### src/rtl/apb_master_bridge_pkg.sv
// Shared encodings and defaults for the APB master bridge.
// State encoding is fixed so it matches the fabric's debug probes.
package apb_master_bridge_pkg;

    typedef enum logic [1:0] {
        ST_IDLE   = 2'd0,
        ST_SETUP  = 2'd1,
        ST_ACCESS = 2'd2,
        ST_RESP   = 2'd3
    } apb_state_e;

    localparam int DEF_ADDR_W  = 32;
    localparam int DEF_DATA_W  = 32;
    localparam int DEF_TIMEOUT = 255;

endpackage

### src/rtl/apb_master_bridge_timeout_cnt.sv
// Access-phase wait counter for the APB bridge.
// expired is asserted during the wait cycle that reaches TIMEOUT-1; TIMEOUT=0 never expires.
module apb_timeout_cnt #(
    parameter int TIMEOUT = 255
) (
    input  logic clk,
    input  logic rst,
    input  logic clear,
    input  logic enable,
    output logic expired
);

    localparam int CW = (TIMEOUT > 2) ? $clog2(TIMEOUT) : 1;
    localparam logic [CW-1:0] LIMIT = (TIMEOUT > 0) ? CW'(TIMEOUT - 1) : '0;

    logic [CW-1:0] cnt;

    always_ff @(posedge clk) begin
        if (!rst || clear) begin
            cnt <= '0;
        end else if (enable) begin
            cnt <= cnt + CW'(1);
        end
    end

    assign expired = (TIMEOUT != 0) && enable && (cnt == LIMIT);

endmodule

### src/rtl/apb_master_bridge.sv
// Core valid/ready request to single APB3/APB4 transfer bridge with slave-hang timeout.
// One transfer outstanding at most; all APB and response outputs are registered.
module apb_master_bridge
    import apb_master_bridge_pkg::*;
#(
    parameter int ADDR_W  = DEF_ADDR_W,
    parameter int DATA_W  = DEF_DATA_W,
    parameter int TIMEOUT = DEF_TIMEOUT
) (
    input  logic                  clk,
    input  logic                  rst,
    input  logic                  req_valid,
    output logic                  req_ready,
    input  logic [ADDR_W-1:0]     req_addr,
    input  logic                  req_write,
    input  logic [DATA_W-1:0]     req_wdata,
    input  logic [DATA_W/8-1:0]   req_wstrb,
    output logic                  rsp_valid,
    input  logic                  rsp_ready,
    output logic [DATA_W-1:0]     rsp_rdata,
    output logic                  rsp_err,
    output logic                  rsp_timeout,
    output logic [ADDR_W-1:0]     paddr,
    output logic [DATA_W/8-1:0]   pstrb,
    output logic [DATA_W-1:0]     pwdata,
    output logic                  pwrite,
    output logic                  psel,
    output logic                  penable,
    input  logic [DATA_W-1:0]     prdata,
    input  logic                  pready,
    input  logic                  pslverr
);

    localparam int STRB_W = DATA_W / 8;

    if (DATA_W != 32 && DATA_W != 64) begin : g_bad_data_w
        $error("apb_master_bridge: DATA_W must be 32 or 64");
    end

    apb_state_e          state, state_n;
    logic                psel_n, penable_n, pwrite_n;
    logic [ADDR_W-1:0]   paddr_n;
    logic [DATA_W-1:0]   pwdata_n, rsp_rdata_n;
    logic [STRB_W-1:0]   pstrb_n;
    logic                rsp_valid_n, rsp_err_n, rsp_timeout_n;
    logic                cnt_clear, cnt_en, expired;

    assign req_ready = (state == ST_IDLE);
    assign cnt_clear = (state == ST_IDLE) && req_valid;
    assign cnt_en    = (state == ST_ACCESS) && !pready;

    apb_timeout_cnt #(.TIMEOUT(TIMEOUT)) u_timeout_cnt (
        .clk     (clk),
        .rst     (rst),
        .clear   (cnt_clear),
        .enable  (cnt_en),
        .expired (expired)
    );

    always_ff @(posedge clk) begin
        if (!rst) begin
            state       <= ST_IDLE;
            psel        <= 1'b0;
            penable     <= 1'b0;
            paddr       <= '0;
            pwdata      <= '0;
            pstrb       <= '0;
            pwrite      <= 1'b0;
            rsp_valid   <= 1'b0;
            rsp_rdata   <= '0;
            rsp_err     <= 1'b0;
            rsp_timeout <= 1'b0;
        end else begin
            state       <= state_n;
            psel        <= psel_n;
            penable     <= penable_n;
            paddr       <= paddr_n;
            pwdata      <= pwdata_n;
            pstrb       <= pstrb_n;
            pwrite      <= pwrite_n;
            rsp_valid   <= rsp_valid_n;
            rsp_rdata   <= rsp_rdata_n;
            rsp_err     <= rsp_err_n;
            rsp_timeout <= rsp_timeout_n;
        end
    end

    always_comb begin
        state_n       = state;
        psel_n        = psel;
        penable_n     = penable;
        paddr_n       = paddr;
        pwdata_n      = pwdata;
        pstrb_n       = pstrb;
        pwrite_n      = pwrite;
        rsp_valid_n   = rsp_valid;
        rsp_rdata_n   = rsp_rdata;
        rsp_err_n     = rsp_err;
        rsp_timeout_n = rsp_timeout;

        case (state)
            ST_IDLE: begin
                if (req_valid) begin
                    paddr_n  = req_addr;
                    pwrite_n = req_write;
                    pwdata_n = req_wdata;
                    pstrb_n  = req_write ? req_wstrb : '0;
                    psel_n   = 1'b1;
                    state_n  = ST_SETUP;
                end
            end
            ST_SETUP: begin
                penable_n = 1'b1;
                state_n   = ST_ACCESS;
            end
            ST_ACCESS: begin
                // pready takes priority over a timeout landing on the same edge
                if (pready) begin
                    rsp_rdata_n   = pwrite ? '0 : prdata;
                    rsp_err_n     = pslverr;
                    rsp_timeout_n = 1'b0;
                    rsp_valid_n   = 1'b1;
                    psel_n        = 1'b0;
                    penable_n     = 1'b0;
                    state_n       = ST_RESP;
                end else if (expired) begin
                    rsp_rdata_n   = '0;
                    rsp_err_n     = 1'b1;
                    rsp_timeout_n = 1'b1;
                    rsp_valid_n   = 1'b1;
                    psel_n        = 1'b0;
                    penable_n     = 1'b0;
                    state_n       = ST_RESP;
                end
            end
            ST_RESP: begin
                if (rsp_ready) begin
                    rsp_valid_n = 1'b0;
                    state_n     = ST_IDLE;
                end
            end
            default: state_n = ST_IDLE;
        endcase
    end

endmodule

### config.mk
export PLATFORM = sky130hd
export DESIGN_NAME = apb_master_bridge
export DESIGN_NICKNAME = d
export VERILOG_FILES = /design/src/rtl/apb_master_bridge_pkg.sv /design/src/rtl/apb_master_bridge_timeout_cnt.sv /design/src/rtl/apb_master_bridge.sv
export SDC_FILE = /design/constraint.sdc
export NUM_CORES = 1
export LEC_CHECK = 0
export CORE_UTILIZATION = 40
export CTS_CLUSTER_DIAMETER = 80
export DETAILED_ROUTE_END_ITERATION = 16
export GPL_ROUTABILITY_DRIVEN = 1
export PLACE_DENSITY = 0.77
export SYNTH_ARGS = -nofsm -noshare
export SYNTH_HDL_FRONTEND = slang
export SYNTH_HIERARCHICAL = 1
export SYNTH_SLANG_ARGS = --single-unit
### constraint.sdc
create_clock -name clk -period 2.35 [get_ports clk]
set_input_delay 0.5875 -clock clk [delete_from_list [all_inputs] [get_ports clk]]
set_output_delay 0.5875 -clock clk [all_outputs]
set_load 0.005 [all_outputs]
==> results_dict.tcl <==
set metrics [dict create \
    worstSetupPathType "register to output port" \
    setup_viol 0 \
    syn_nets 573 \
    h-tree-depth 4 \
    dr_wl_met2_mm 5.74 \
    fp-row-count 37 \
    path_clk_slew_ns 0.05 \
    antenna_found_initial 0 \
    required_ns 1.76 \
    crit_chain "inv_2 -> ha_2 -> clkdlybuf4s50_1" \
    hpwl_mm 8.58 \
    synth_area_leader_cell "dfxtp_1" \
    maxCapViolCount 0 \
    yosys-top-cells-area "dfxtp_1, nand2_1, a21boi_0, a22o_1, ha_1" \
    die_area_sq_um 11200 \
    grt_pass1_vias 4088 \
    min_period_ns 2.27 \
    netlist.area_leader.share 0.539 \
    grt_usage 0.226 \
    critPathMaxStageDelay_ns 0.53 \
    syn_inst 459 \
    pin_count 214 \
    final_nets 786 \
    fin_ws_ns 0.0783 \
    whs_ns 0.361 \
    grt_max_degree 57 \
    post-route-period-util 0.967 \
    wl_met3_mm 1.25 \
    drt-total-wl_mm 12.2 \
    ys_warn_count 6 \
    start_util 0.416 \
    start_kind "register" \
    cp_top_family "buffers and inverters" \
    hold_viol_final 0 \
    hold_path_class "input port to register" \
    worstPathArrival_ns 1.68 \
    finClkSkew_ns 0.00726 \
    slew_headroom 0.718 \
    cts_root_buf "clkbuf_8" \
    cp_max_fo 4 \
    synth-seq-cells 116 \
    gr-total-overflow 0 \
    peakVddDrop_mv 0.714 \
    dr.pass1.iters 4 \
    instances_no_fill 821 \
    cts_made_buffers 17 \
    utilization 0.693 \
    die_w_um 106 \
    cts_setup_buffers 0 \
    p_leak_nw 2.71 \
    dpl.cell_count 789 \
    top_layer "met4" \
    drc_errors 0 \
    pre_cts_ws_ns 0.113 \
    cts_tree "built" \
    syn_to_final_growth_pct 66.8 \
    drive_above_1_share 0.0803 \
    outcome "finished, final reports clean" \
    synth_cell_type_count 33 \
    synth.avg_cell_area_sq_um 9.39 \
    tightest_slew_ns 0.423 \
    antenna_left 0 \
    viasPerCell 4.92 \
    cts_hold_buf 0 \
    critPathCaptureType "output port" \
    clock-sinks 116 \
    gp_congestion 0.801 \
    grt_pass1_wl_mm 19.6 \
    design.core.area_sq_um 10400 \
    clockBufferDepth 2 \
    wl_per_cell_um 14.8 \
    grt_setup_unrepaired "no" \
    die_h_um 106 \
    crit_slowest_cell "clkdlybuf4s50_1" \
    vias 4036 \
    cp.buffers_inverters 2 \
    setup_tns_ns 0 \
    wl_met1_mm 4.96 \
    clk_latency_ns 0.52 \
    clock.fmax_mhz 440 \
    syn_area_sq_um 4310 \
    numPortBuffers 213 \
    n_antenna_cell 0 \
    power.density_nw_per_um2 962 \
    final_max_slew_viol_count 0 \
    dr.first_iter.drc_count 166 \
    seq_area_frac_synth 0.539 \
]
==> worst register-to-register path: cells and delay by family, from the launching register on <==
family	cells	cell delay, ns
mux	1	0.21
simple gates	3	0.46
fa+ha+maj	1	0.18
flops	1	0.34
compound gates	1	0.31
buf+inv	3	0.31
==> path summary, 6_finish.rpt <==
check | start | end | slack [ns] | cells past startpoint
worst max-delay path | state[0] | req_ready | 0.08 | 3
worst min-delay path | rst | psel | 0.36 | 2
worst max register to register | state[0] | state[1] | 0.48 | 9
worst min register to register | pstrb[3] | pstrb[3] | 0.45 | 2
==> Yosys cell counts <==
library cell and number:
a21boi_1 4, inv_2 1, nand2_2 1, or2_4 1, nand4_1 3, nor2_1 9, mux2i_1 1, o21ai_0 5
nor2b_1 3, or3_1 3, buf_2 9, nor3b_4 1, a211oi_1 1, o21a_1 3, nand2_1 142, a21boi_4 1
buf_4 6, a221oi_2 1, nand2b_1 2, a21oi_1 6, xor2_1 3, dfxtp_1 116, nand4_2 1, clkbuf_1 13
o211ai_1 1, xnor2_1 1, a22o_1 32, o31a_1 1, inv_1 5, nand3_1 6, ha_1 7, a21boi_0 67
buf_6 3
==> where the power goes <==
group	internal, mW	switching (mW)
clock	1.78	0.872
sequential	2.27	0.173
combinational	0.987	0.829
total	5.04	1.87
==> cell usage in the layout (no fill, tap or decap), types with 4 or more instances in the layout <==
cell type          n
a21boi_0          67
a21boi_1           4
a21oi_1            6
a22o_1            32
buf_4              9
clkbuf_16         16
clkbuf_8           7
clkdlybuf4s50_1  212
dfxtp_1          116
ha_1               6
nand2_1          141
nand3_1            6
nor2_1             9
o21ai_0            5
==> sequential cells by signal, summed over array words and instances, names as in the netlist, 2 cells and up <==
name / cells
rsp_rdata: 32
pwdata: 32
state: 2
u_timeout_cnt/cnt: 8
paddr: 32
pstrb: 4
==> metrics by stage <==
| step | cell area (sq um) | power [mW] |
|---|---|---|
| floorplan | 4310 | 3.29 |
| global placement | 6570 | 4.24 |
| detailed placement | 6570 | 4.31 |
| CTS | 7190 | 6.98 |
| global route | 7190 | 7.27 |
| finish | 7190 | 6.91 |
==> metal layers <==
metal | vias up | global-route usage
met4 | 0 | 0.0952
met3 | 19 | 0.108
met2 | 175 | 0.372
met1 | 1874 | 0.249
li1 | 1968 | -
met5 | - | 0
==> logic make-up (layout without fill, tap and decap cells) <==
group / after synthesis / after routing / share of synthesized area
xor gates and xnor gates: 4 / 4 / 0.00813
adders and majority gates: 7 / 7 / 0.0203
muxes: 1 / 1 / 0.00232
DFF: 116 / 116 / 0.539
AOI/OAI and AO/OA: 122 / 122 / 0.220
buffers and inverters: 37 / 263 / 0.0453
and+or+nand+nor: 172 / 172 / 0.165
==> final cells by class <==
type	instances	area [sq um]
Clock inverter	8	120
Clock buffer	24	500
Sequential cell	116	2320
Fill cell	801	3180
Tap cell	136	170
Multi-Input combinational cell	306	1800
Inverter	6	22.5
Timing Repair Buffer	225	2250
==> timing repair <==
item | CTS | global route
resized for setup | 1 | 2
gates cloned | 0 | 0
setup endpoints to repair | 1 | 1
Power figures use the tool's default switching activity.
